File: src/rtl/draw_seq_pkg.sv
// ---------------------------------------------------------------------------
// draw_seq_pkg
// Shared definitions for the draw command sequencer:
//   - default widths / depth / watchdog limit
//   - sequencer state encoding (IDLE, LOAD, REQ, RELEASE)
//   - command record layout helper. A command is packed as
//     {colour, y1, x1, y0, x0}, x0 in the least significant bits.
// Optional feature macro used by the top: DRAW_TIMEOUT_EN.
// ---------------------------------------------------------------------------
package draw_seq_pkg;

    localparam int X_W_DEF        = 8;
    localparam int Y_W_DEF        = 7;
    localparam int COLOUR_W_DEF   = 3;
    localparam int DEPTH_DEF      = 4;
    localparam int TIMEOUT_DEF    = 4096;
    localparam int TMO_CNT_W      = 12;

    typedef enum logic [1:0] {
        ST_IDLE    = 2'd0,
        ST_LOAD    = 2'd1,
        ST_REQ     = 2'd2,
        ST_RELEASE = 2'd3
    } state_e;

    // Width of one packed command record {colour, y1, x1, y0, x0}.
    function automatic int cmd_width(input int xw, input int yw, input int cw);
        return cw + 2 * yw + 2 * xw;
    endfunction

endpackage

File: src/rtl/draw_cmd_fifo.sv
// ---------------------------------------------------------------------------
// draw_cmd_fifo
// DEPTH-entry circular buffer holding packed draw commands.
// Ports:
//   clk, rst       clock, synchronous active-high reset
//   push_i         write wr_data_i this cycle (caller qualifies with ready_o)
//   wr_data_i      packed command
//   pop_i          drop the head entry this cycle (caller guarantees count>0)
//   rd_data_o      head entry (combinational read)
//   count_o        number of stored entries, 0..DEPTH
//   ready_o        1 when count < DEPTH; does not look at a same-cycle pop
// DEPTH must be a power of two so pointers wrap by natural overflow.
// ---------------------------------------------------------------------------
import draw_seq_pkg::*;

module draw_cmd_fifo #(
    parameter int W     = 33,
    parameter int DEPTH = DEPTH_DEF
) (
    input  logic                       clk,
    input  logic                       rst,
    input  logic                       push_i,
    input  logic [W-1:0]               wr_data_i,
    input  logic                       pop_i,
    output logic [W-1:0]               rd_data_o,
    output logic [$clog2(DEPTH):0]     count_o,
    output logic                       ready_o
);

    localparam int PTR_W = $clog2(DEPTH);
    localparam int CNT_W = PTR_W + 1;

    logic [W-1:0]     mem_q [DEPTH];
    logic [PTR_W-1:0] wr_ptr_q, wr_ptr_d;
    logic [PTR_W-1:0] rd_ptr_q, rd_ptr_d;
    logic [CNT_W-1:0] count_q, count_d;

    always_comb begin
        wr_ptr_d = wr_ptr_q;
        rd_ptr_d = rd_ptr_q;
        count_d  = count_q;
        if (push_i) wr_ptr_d = wr_ptr_q + PTR_W'(1);
        if (pop_i)  rd_ptr_d = rd_ptr_q + PTR_W'(1);
        // Simultaneous push and pop leaves the occupancy unchanged.
        case ({push_i, pop_i})
            2'b10:   count_d = count_q + CNT_W'(1);
            2'b01:   count_d = count_q - CNT_W'(1);
            default: count_d = count_q;
        endcase
    end

    always_ff @(posedge clk) begin
        if (rst) begin
            wr_ptr_q <= '0;
            rd_ptr_q <= '0;
            count_q  <= '0;
        end else begin
            wr_ptr_q <= wr_ptr_d;
            rd_ptr_q <= rd_ptr_d;
            count_q  <= count_d;
        end
    end

    // Storage needs no reset: an entry is only read after it was written.
    always_ff @(posedge clk) begin
        if (push_i) mem_q[wr_ptr_q] <= wr_data_i;
    end

    assign rd_data_o = mem_q[rd_ptr_q];
    assign count_o   = count_q;
    assign ready_o   = (count_q != CNT_W'(DEPTH));

endmodule

File: src/rtl/draw_cmd_sequencer.sv
// ---------------------------------------------------------------------------
// draw_cmd_sequencer
// Buffers CPU draw commands and issues them one at a time to the plotter
// using a four-phase go/done handshake.
// Handshakes:
//   cmd side : a command is accepted on a rising edge where
//              cmd_valid && cmd_ready; cmd_ready = FIFO count < DEPTH.
//   plotter  : go rises (REQ) with draw_* already stable; the plotter raises
//              done when finished; go then falls (RELEASE); the plotter must
//              drop done before the next go. A new request is never started
//              while done is still high.
// Ports:
//   clk, rst                 clock, synchronous active-high reset
//   cmd_valid / cmd_ready    CPU command handshake
//   cmd_x0..cmd_colour       command fields
//   go / done                plotter handshake
//   draw_x0..draw_colour     command under execution, stable while go=1
//   busy                     state != IDLE or FIFO non-empty
//   done_count               completed commands, wraps 255 -> 0
//   timeout_err              sticky watchdog flag (0 unless DRAW_TIMEOUT_EN)
//   state_dbg, count_dbg     FSM state and FIFO occupancy for observation
// Optional feature macro: DRAW_TIMEOUT_EN enables the REQ watchdog; after
// TIMEOUT_CYCLES cycles in REQ with no done the request is abandoned.
// ---------------------------------------------------------------------------
import draw_seq_pkg::*;

module draw_cmd_sequencer #(
    parameter int X_W            = X_W_DEF,
    parameter int Y_W            = Y_W_DEF,
    parameter int COLOUR_W       = COLOUR_W_DEF,
    parameter int DEPTH          = DEPTH_DEF,
    parameter int TIMEOUT_CYCLES = TIMEOUT_DEF
) (
    input  logic                   clk,
    input  logic                   rst,
    input  logic                   cmd_valid,
    output logic                   cmd_ready,
    input  logic [X_W-1:0]         cmd_x0,
    input  logic [Y_W-1:0]         cmd_y0,
    input  logic [X_W-1:0]         cmd_x1,
    input  logic [Y_W-1:0]         cmd_y1,
    input  logic [COLOUR_W-1:0]    cmd_colour,
    output logic                   go,
    input  logic                   done,
    output logic [X_W-1:0]         draw_x0,
    output logic [Y_W-1:0]         draw_y0,
    output logic [X_W-1:0]         draw_x1,
    output logic [Y_W-1:0]         draw_y1,
    output logic [COLOUR_W-1:0]    draw_colour,
    output logic                   busy,
    output logic [7:0]             done_count,
    output logic                   timeout_err,
    output logic [1:0]             state_dbg,
    output logic [$clog2(DEPTH):0] count_dbg
);

    localparam int CMD_W = cmd_width(X_W, Y_W, COLOUR_W);
    localparam int CNT_W = $clog2(DEPTH) + 1;

    logic             push, pop;
    logic [CMD_W-1:0] wr_data, head;
    logic [CNT_W-1:0] count;

    state_e           state_q, state_d;
    logic [CMD_W-1:0] draw_q, draw_d;
    logic [7:0]       done_count_q, done_count_d;
    logic             tmo_hit;

    assign wr_data = {cmd_colour, cmd_y1, cmd_x1, cmd_y0, cmd_x0};
    assign push    = cmd_valid && cmd_ready;

    draw_cmd_fifo #(.W(CMD_W), .DEPTH(DEPTH)) u_fifo (
        .clk       (clk),
        .rst       (rst),
        .push_i    (push),
        .wr_data_i (wr_data),
        .pop_i     (pop),
        .rd_data_o (head),
        .count_o   (count),
        .ready_o   (cmd_ready)
    );

`ifdef DRAW_TIMEOUT_EN
    localparam logic [TMO_CNT_W-1:0] TMO_LAST = TMO_CNT_W'(TIMEOUT_CYCLES - 1);

    logic [TMO_CNT_W-1:0] tmo_cnt_q, tmo_cnt_d;
    logic                 timeout_err_q, timeout_err_d;

    // Counter is zero on the first REQ cycle, so hitting TMO_LAST means
    // TIMEOUT_CYCLES REQ cycles have elapsed. done wins a tie.
    assign tmo_hit = (tmo_cnt_q == TMO_LAST);

    always_comb begin
        tmo_cnt_d     = (state_q == ST_REQ) ? tmo_cnt_q + TMO_CNT_W'(1) : '0;
        timeout_err_d = timeout_err_q | ((state_q == ST_REQ) && !done && tmo_hit);
    end

    always_ff @(posedge clk) begin
        if (rst) begin
            tmo_cnt_q     <= '0;
            timeout_err_q <= 1'b0;
        end else begin
            tmo_cnt_q     <= tmo_cnt_d;
            timeout_err_q <= timeout_err_d;
        end
    end

    assign timeout_err = timeout_err_q;
`else
    logic unused_timeout_cfg;
    assign unused_timeout_cfg = (TIMEOUT_CYCLES != 0);
    assign tmo_hit            = 1'b0;
    assign timeout_err        = 1'b0;
`endif

    // State register (with the registers that only move on FSM transitions).
    always_ff @(posedge clk) begin
        if (rst) begin
            state_q      <= ST_IDLE;
            draw_q       <= '0;
            done_count_q <= '0;
        end else begin
            state_q      <= state_d;
            draw_q       <= draw_d;
            done_count_q <= done_count_d;
        end
    end

    // Next-state logic.
    always_comb begin
        state_d      = state_q;
        draw_d       = draw_q;
        done_count_d = done_count_q;
        pop          = 1'b0;
        case (state_q)
            // A stale done (e.g. after reset mid-draw) blocks new requests.
            ST_IDLE:    if ((count != '0) && !done) state_d = ST_LOAD;
            ST_LOAD: begin
                pop     = 1'b1;
                draw_d  = head;
                state_d = ST_REQ;
            end
            ST_REQ: begin
                if (done) begin
                    state_d      = ST_RELEASE;
                    done_count_d = done_count_q + 8'd1;
                end else if (tmo_hit) begin
                    state_d = ST_RELEASE;
                end
            end
            ST_RELEASE: if (!done) state_d = ST_IDLE;
            default:    state_d = ST_IDLE;
        endcase
    end

    // Output decode.
    always_comb begin
        go         = (state_q == ST_REQ);
        busy       = (state_q != ST_IDLE) || (count != '0);
        {draw_colour, draw_y1, draw_x1, draw_y0, draw_x0} = draw_q;
        done_count = done_count_q;
        state_dbg  = state_q;
        count_dbg  = count;
    end

endmodule

File: config.mk
export PLATFORM = sky130hd
export DESIGN_NAME = draw_cmd_sequencer
export DESIGN_NICKNAME = d
export VERILOG_FILES = /design/src/rtl/draw_seq_pkg.sv /design/src/rtl/draw_cmd_fifo.sv /design/src/rtl/draw_cmd_sequencer.sv
export SDC_FILE = /design/constraint.sdc
export NUM_CORES = 1
export LEC_CHECK = 0
export CAP_MARGIN = 20
export CORE_MARGIN = 5
export CORE_UTILIZATION = 40
export CTS_CLUSTER_DIAMETER = 150
export DETAILED_ROUTE_END_ITERATION = 8
export PLACE_DENSITY = 0.71
export SLEW_MARGIN = 10
export SYNTH_ARGS = -nofsm -noshare
export SYNTH_HDL_FRONTEND = slang
export SYNTH_SLANG_ARGS = --single-unit
File: constraint.sdc
create_clock -name clk -period 6.25 [get_ports clk]
set_clock_uncertainty 0.2 [all_clocks]
set_input_delay 1.5625 -clock clk [delete_from_list [all_inputs] [get_ports clk]]
set_output_delay 1.5625 -clock clk [all_outputs]
set_load 0.02 [all_outputs]
; ---- Word-level counts from Yosys, hierarchy flattened
; Memories as Yosys holds them, arrays and structs flattened. A register that Yosys moved wholly into a read port is not among the register bits.
; Index checks and enable logic that the tools add are counted.
[classes]
add_sub_neg = 5
eq_ne = 9
n_mux = 8
reduce_logical = 10
[ops]
columns = operator, n
row1 = 8-bit by 1-bit adder with 8-bit output (second input constant), 1
row2 = 2-bit one-hot mux with 4 select lines, 1
row3 = 2-bit equality test (second input constant), 3
row4 = 2-bit 2-to-1 mux, 3
row5 = 3-bit one-hot mux with 2 select lines, 1
row6 = 2-bit by 1-bit adder with 2-bit output (second input constant), 2
row7 = 2-bit by 1-bit equality test with 1-bit output (second input constant), 2
row8 = 2-bit != test (second input constant), 2
row9 = 2-bit nonzero test, 2
row10 = 3-bit by 1-bit adder with 3-bit output (second input constant), 1
row11 = 1-bit 2-to-1 mux, 3
row12 = 3-bit != test (second input constant), 1
row13 = 3-bit AND reduction, 1
row14 = 3-bit nonzero test, 1
row15 = 3-bit by 1-bit subtractor with 3-bit output (second input constant), 1
row16 = 1-bit logical AND, 2
row17 = 2-bit zero test, 1
row18 = 2-bit by 1-bit != test with 1-bit output (second input constant), 1
row19 = 2-bit AND reduction, 1
row20 = 1-bit zero test, 1
row21 = 1-bit logical OR, 1
[totals]
ff_bits = 17
ramBits = 132
input_bits = 37
out_inout_bits = 50
elab_cells = 38
memories = 1
[memory_table]
columns = name, depth, word_bits, read_ports, rd_ports_with_merged_regs, write_ports, line_no
row1 = u_fifo.mem_q, 4, 33, 1, 1, 1, draw_cmd_fifo.sv:33  ; logic [W-1:0] mem_q [DEPTH];

; ---- Logic depth before layout (Yosys ltp)
[depth]
depth_word = 4
depth_mapped = 9
depth_no_buf = 8

; ---- Modules after synthesis
; From an unflattened synthesis, not the netlist that was laid out.
[unflattened]
cells_unflattened = 393
hier_area_um2 = 6994.2
[modules_own_cells]
columns = mod, n_inst, cells_each, area_each_um2, seq_area_each_um2
row1 = draw_cmd_fifo, 1, 219, 5236.3, 4144.0
row2 = draw_cmd_sequencer, 1, 174, 1757.9, 860.8

; ---- Least setup slack after synthesis
; OpenSTA, ideal clock, no wires.
[synth_path]
kind = input-to-reg
startpoint = in cmd_valid
endpoint = mem u_fifo.mem_q[0][0] (enable)
setup_ns = 0.393
t_arrival_ns = 2.668
required_time_ns = 5.657
slack_ns = 2.988
path_stages = 2
n_path_buf = 1
cell_sequence = buf_1 > and3_1
[synth_between]
elab_chain_len = 3
[synth_lines]
columns = element, line_no
row1 = start: declaration, draw_cmd_sequencer.sv:36  ; input logic cmd_valid,
row2 = 1-bit logical AND, draw_cmd_sequencer.sv:70  ; assign push = cmd_valid && cmd_ready;
row3 = 1-bit 2-to-1 mux, draw_cmd_fifo.sv:66  ; if (push_i) mem_q[wr_ptr_q] <= wr_data_i;
row4 = 1-bit 2-to-1 mux (not written as such), draw_cmd_fifo.sv:66
row5 = end: declaration, draw_cmd_fifo.sv:33
; Every way passes these cells.

; ---- Worst setup path in the final report
[layout_path]
startpoint = reg state_q[1] (netlist: state_dbg[1])
endpoint = out busy
[layout_between]
elab_chain_len = 2
[layout_lines]
columns = element, line_no
row1 = start: declaration, draw_cmd_sequencer.sv:64  ; state_e state_q, state_d;
row2 = start signal: assignment, draw_cmd_sequencer.sv:123  ; state_q <= state_d;
row3 = 2-bit nonzero test, draw_cmd_sequencer.sv:159  ; busy = (state_q != ST_IDLE) || (count != '0);
row4 = 1-bit logical OR, draw_cmd_sequencer.sv:159
row5 = end: declaration, draw_cmd_sequencer.sv:50  ; output logic busy,
; Every way passes these cells.

==> impl_metrics.env <==
export IMPL_run_status="finished clean"
export IMPL_number_of_ports_placed_on_the_die_boundary=87
export IMPL_edff_count_synth=132
export IMPL_synthMostInstantiatedCell="edfxtp_1"
export IMPL_worst_reg2reg_path_depth=9
export IMPL_fillers=1417
export IMPL_io_buffer_count=85
export IMPL_timing_final_max_slew_violations=0
export IMPL_fin_nets=523
export IMPL_start_kind="flip-flop"
export IMPL_design_die_area_mm2=0.01991
export IMPL_net_count_synth=438
export IMPL_cp_max_fo=4
export IMPL_max_cap_violations=0
export IMPL_cell_internal_pwr_w=0.002528
export IMPL_cts_hold_fix_buffers=0
export IMPL_finalHoldViolations=0
export IMPL_worstReg2RegStart="state_dbg[1]"
export IMPL_top_post_synthesis_cells_by_count="edfxtp_1 (132), dfxtp_1 (50), nor2_1 (42)"
export IMPL_synthDominantAreaCellType="edfxtp_1"
export IMPL_via_per_inst=4.975
export IMPL_synth_sequential_area_ratio_pct=72.20
export IMPL_setup_viol=0
export IMPL_grtUsageTotal_pct=13.07
export IMPL_clk_latency_ns=0.41
export IMPL_asyncSetResetFlopFracSynth_pct=0
export IMPL_clock_power_share_pct=30.9
export IMPL_setup_tns_ns=0
export IMPL_antenna_cells=0
export IMPL_synth_largest_type_area_fraction_pct=57.64
export IMPL_critPathRequiredTime_ns=4.49
export IMPL_wirelength_um=12550
export IMPL_worst_hold_startpoint="draw_q[5]"
export IMPL_yosysWarningCount=0
export IMPL_postSynth_topFlopCell="edfxtp_1"
export IMPL_clock_tree_buffer_depth=2
export IMPL_cts_sinks=182
export IMPL_max_freq_mhz=256.8
export IMPL_floorplan_die_width_um=141.1
export IMPL_wire_per_inst_um=17.66
export IMPL_final_seq_area_mm2=0.004967
export IMPL_pwr_share_comb_pct=24.8
export IMPL_multi_input_area_mm2=0.001759
export IMPL_effective_utilization_at_floorplan_pct=40.32
export IMPL_leakage_nw=2.799
export IMPL_antenna_found_initial=0
export IMPL_die_h_um=141.1
export IMPL_power_switching_w=0.0009589
export IMPL_hold_end="draw_q[5]"
export IMPL_cts_post_setup_buffers_inserted=0
export IMPL_worstSetupEndpointType="output port"
export IMPL_setup_ws_ns=2.356
export IMPL_syn_area_mm2=0.006877
export IMPL_cts_buffers_inserted=17
export IMPL_grt_setup_unrepaired="no"
export IMPL_timing_worst_slew_pin_value_ns=0.9832
export IMPL_fin_hold_ws_ns=0.2959
export IMPL_first_iter_violations=201
export IMPL_post_cts_resized=0
export IMPL_worstHoldPathCells=2
export IMPL_clk_root_buffer_cell="clkbuf_16"
export IMPL_vias_in_the_first_global_route=3789
export IMPL_post_route_cells_drive_above_1_share_pct=15.64
export IMPL_proportion_of_power_drawn_by_flip_flops_and_latches_pct=44.3
export IMPL_worst_endpoint_arrival_ns=2.13
export IMPL_area_growth_synth_to_final_pct=23.69
export IMPL_hold_path_class="reg2reg"
export IMPL_rd_place_congestion=0.6595
export IMPL_ff2ff_setup_slack_ns=3.42
export IMPL_first_pass_grt_wire_length_um=20020
export IMPL_swShare_pct=27.50
export IMPL_timing_setup_critical_path_class="reg2out"
export IMPL_max_slew_margin_pct=34.45
export IMPL_grt_max_degree=51
export IMPL_design_power_total_w=0.003487
export IMPL_netlist_top_cells_area="edfxtp_1 (58%), dfxtp_1 (15%), mux4_2 (11%)"
export IMPL_overall_overflow_remaining_after_global_route=0
export IMPL_postLayoutCoreUtil_pct=49.87
export IMPL_netlist_instances=389
export IMPL_ant_nets=0
export IMPL_yosys_register_bits=182
export IMPL_power_per_cell_area_mw_per_mm2=409.9
export IMPL_layout_min_cycle_time_ns=3.894
export IMPL_h_tree_depth=4
export IMPL_dp_hpwl_um=7979
export IMPL_peakVddDrop_mv=0.2556
export IMPL_clk_pin_slew_worst_paths_ns=0.07
export IMPL_drt_pass1_iter_count=4
export IMPL_tritoncts="built"
export IMPL_vias=3537
export IMPL_syn_area_per_cell_um2=17.68
export IMPL_post_route_drc_count=0
export IMPL_fin_crit_sh_pct=62.30
export IMPL_reg2reg_to="u_fifo.count_o[2]"
export IMPL_post_synth_num_cell_types=35
export IMPL_std_cell_rows=48
export IMPL_placeableCoreArea_mm2=0.01706
export IMPL_worst_setup_slack_post_dpl_ns=2.501
-- flip-flops by register name, summed over array words and instances, names as in the netlist --
name / flops
u_fifo.mem_q: 132
u_fifo.count_o: 3
state_dbg: 2
u_fifo.wr_ptr_q: 2
draw_q: 33
u_fifo.rd_ptr_q: 2
done_count: 8
-- metal layers --
| metal | GRT usage (%) | part of all wire (%) |
|---|---|---|
| met4 | 3.723 | 0.84 |
| met1 | 16.04 | 42 |
| met3 | 3.901 | 5.2 |
| met2 | 22.45 | 52 |
| met5 | 0 | 0 |
-- worst max-delay path by stage --
stage | start | to | depth (start not counted)
after floorplan | cmd_valid | u_fifo.mem_q[0][0] | 2
after global placement | cmd_valid | u_fifo.count_o[2] | 8
after detailed placement | cmd_valid | u_fifo.count_o[2] | 8
after CTS | state_dbg[0] | busy | 4
after global routing | state_dbg[1] | busy | 4
final | state_dbg[1] | busy | 4
-- final cells by class --
class,count,share of cell area (%)
multi-input combinational,176,20.68
clock inverter,13,2.001
sequential,182,58.40
inverter,10,0.4413
timing repair buffer,87,10.12
tap,225,3.310
clock buffer,18,5.046
-- cell usage in the layout, fill, tap and decap left out, types with 2 or more instances in the layout --
master and count:
dfxtp_1 48, bufinv_16 3, inv_6 3, nand2_1 5, nand4_1 2, o21ai_0 4, clkinv_2 2, buf_4 2
o31ai_1 3, and3_2 4, or3_1 3, ha_1 10, xnor2_1 2, a21o_1 2, a21oi_1 10, inv_1 10
nand3_1 5, nor2_1 42, mux4_2 33, or4_1 2, clkdlybuf4s50_1 84, clkinvlp_4 2, dfxtp_2 2, xor2_1 4
clkbuf_16 17, edfxtp_1 132, mux2i_1 33, clkinv_4 2
-- through the flow --
| step | cells | area [um^2] |
|---|---|---|
| floorplan | 389 | 6877 |
| global placement | 680 | 7906 |
| detailed placement | 680 | 7906 |
| CTS | 711 | 8506 |
| global route | 711 | 8506 |
| finish | 711 | 8506 |
-- power by group through the flow --
stage	clock (W)	combinational, W	sequential (W)
floorplan	0	0.000538	0.00162
global placement	0	0.000862	0.00157
detailed placement	0	0.000881	0.00157
CTS	0.00110	0.000886	0.00155
global route	0.00116	0.000939	0.00157
finish	0.00108	0.000866	0.00155
-- critical path, cell delays in order (launching register included) --
cell,delay [ns]
dfxtp_1,0.34
inv_1,0.14
ha_1,0.19
or4b_4,0.50
clkdlybuf4s50_1,0.56
-- cell families after synthesis --
| logic type | synth area share (%) |
|---|---|
| DFF | 72.20 |
| other | 0.05453 |
| adders and majority gates | 2.293 |
| xor gates and xnor gates | 0.7642 |
| AOI/OAI and AO/OA | 2.056 |
| muxes | 15.61 |
| buffers and inverters | 2.329 |
| and+or+nand+nor | 4.694 |
No activity file was read; power rests on OpenSTA's default activity.
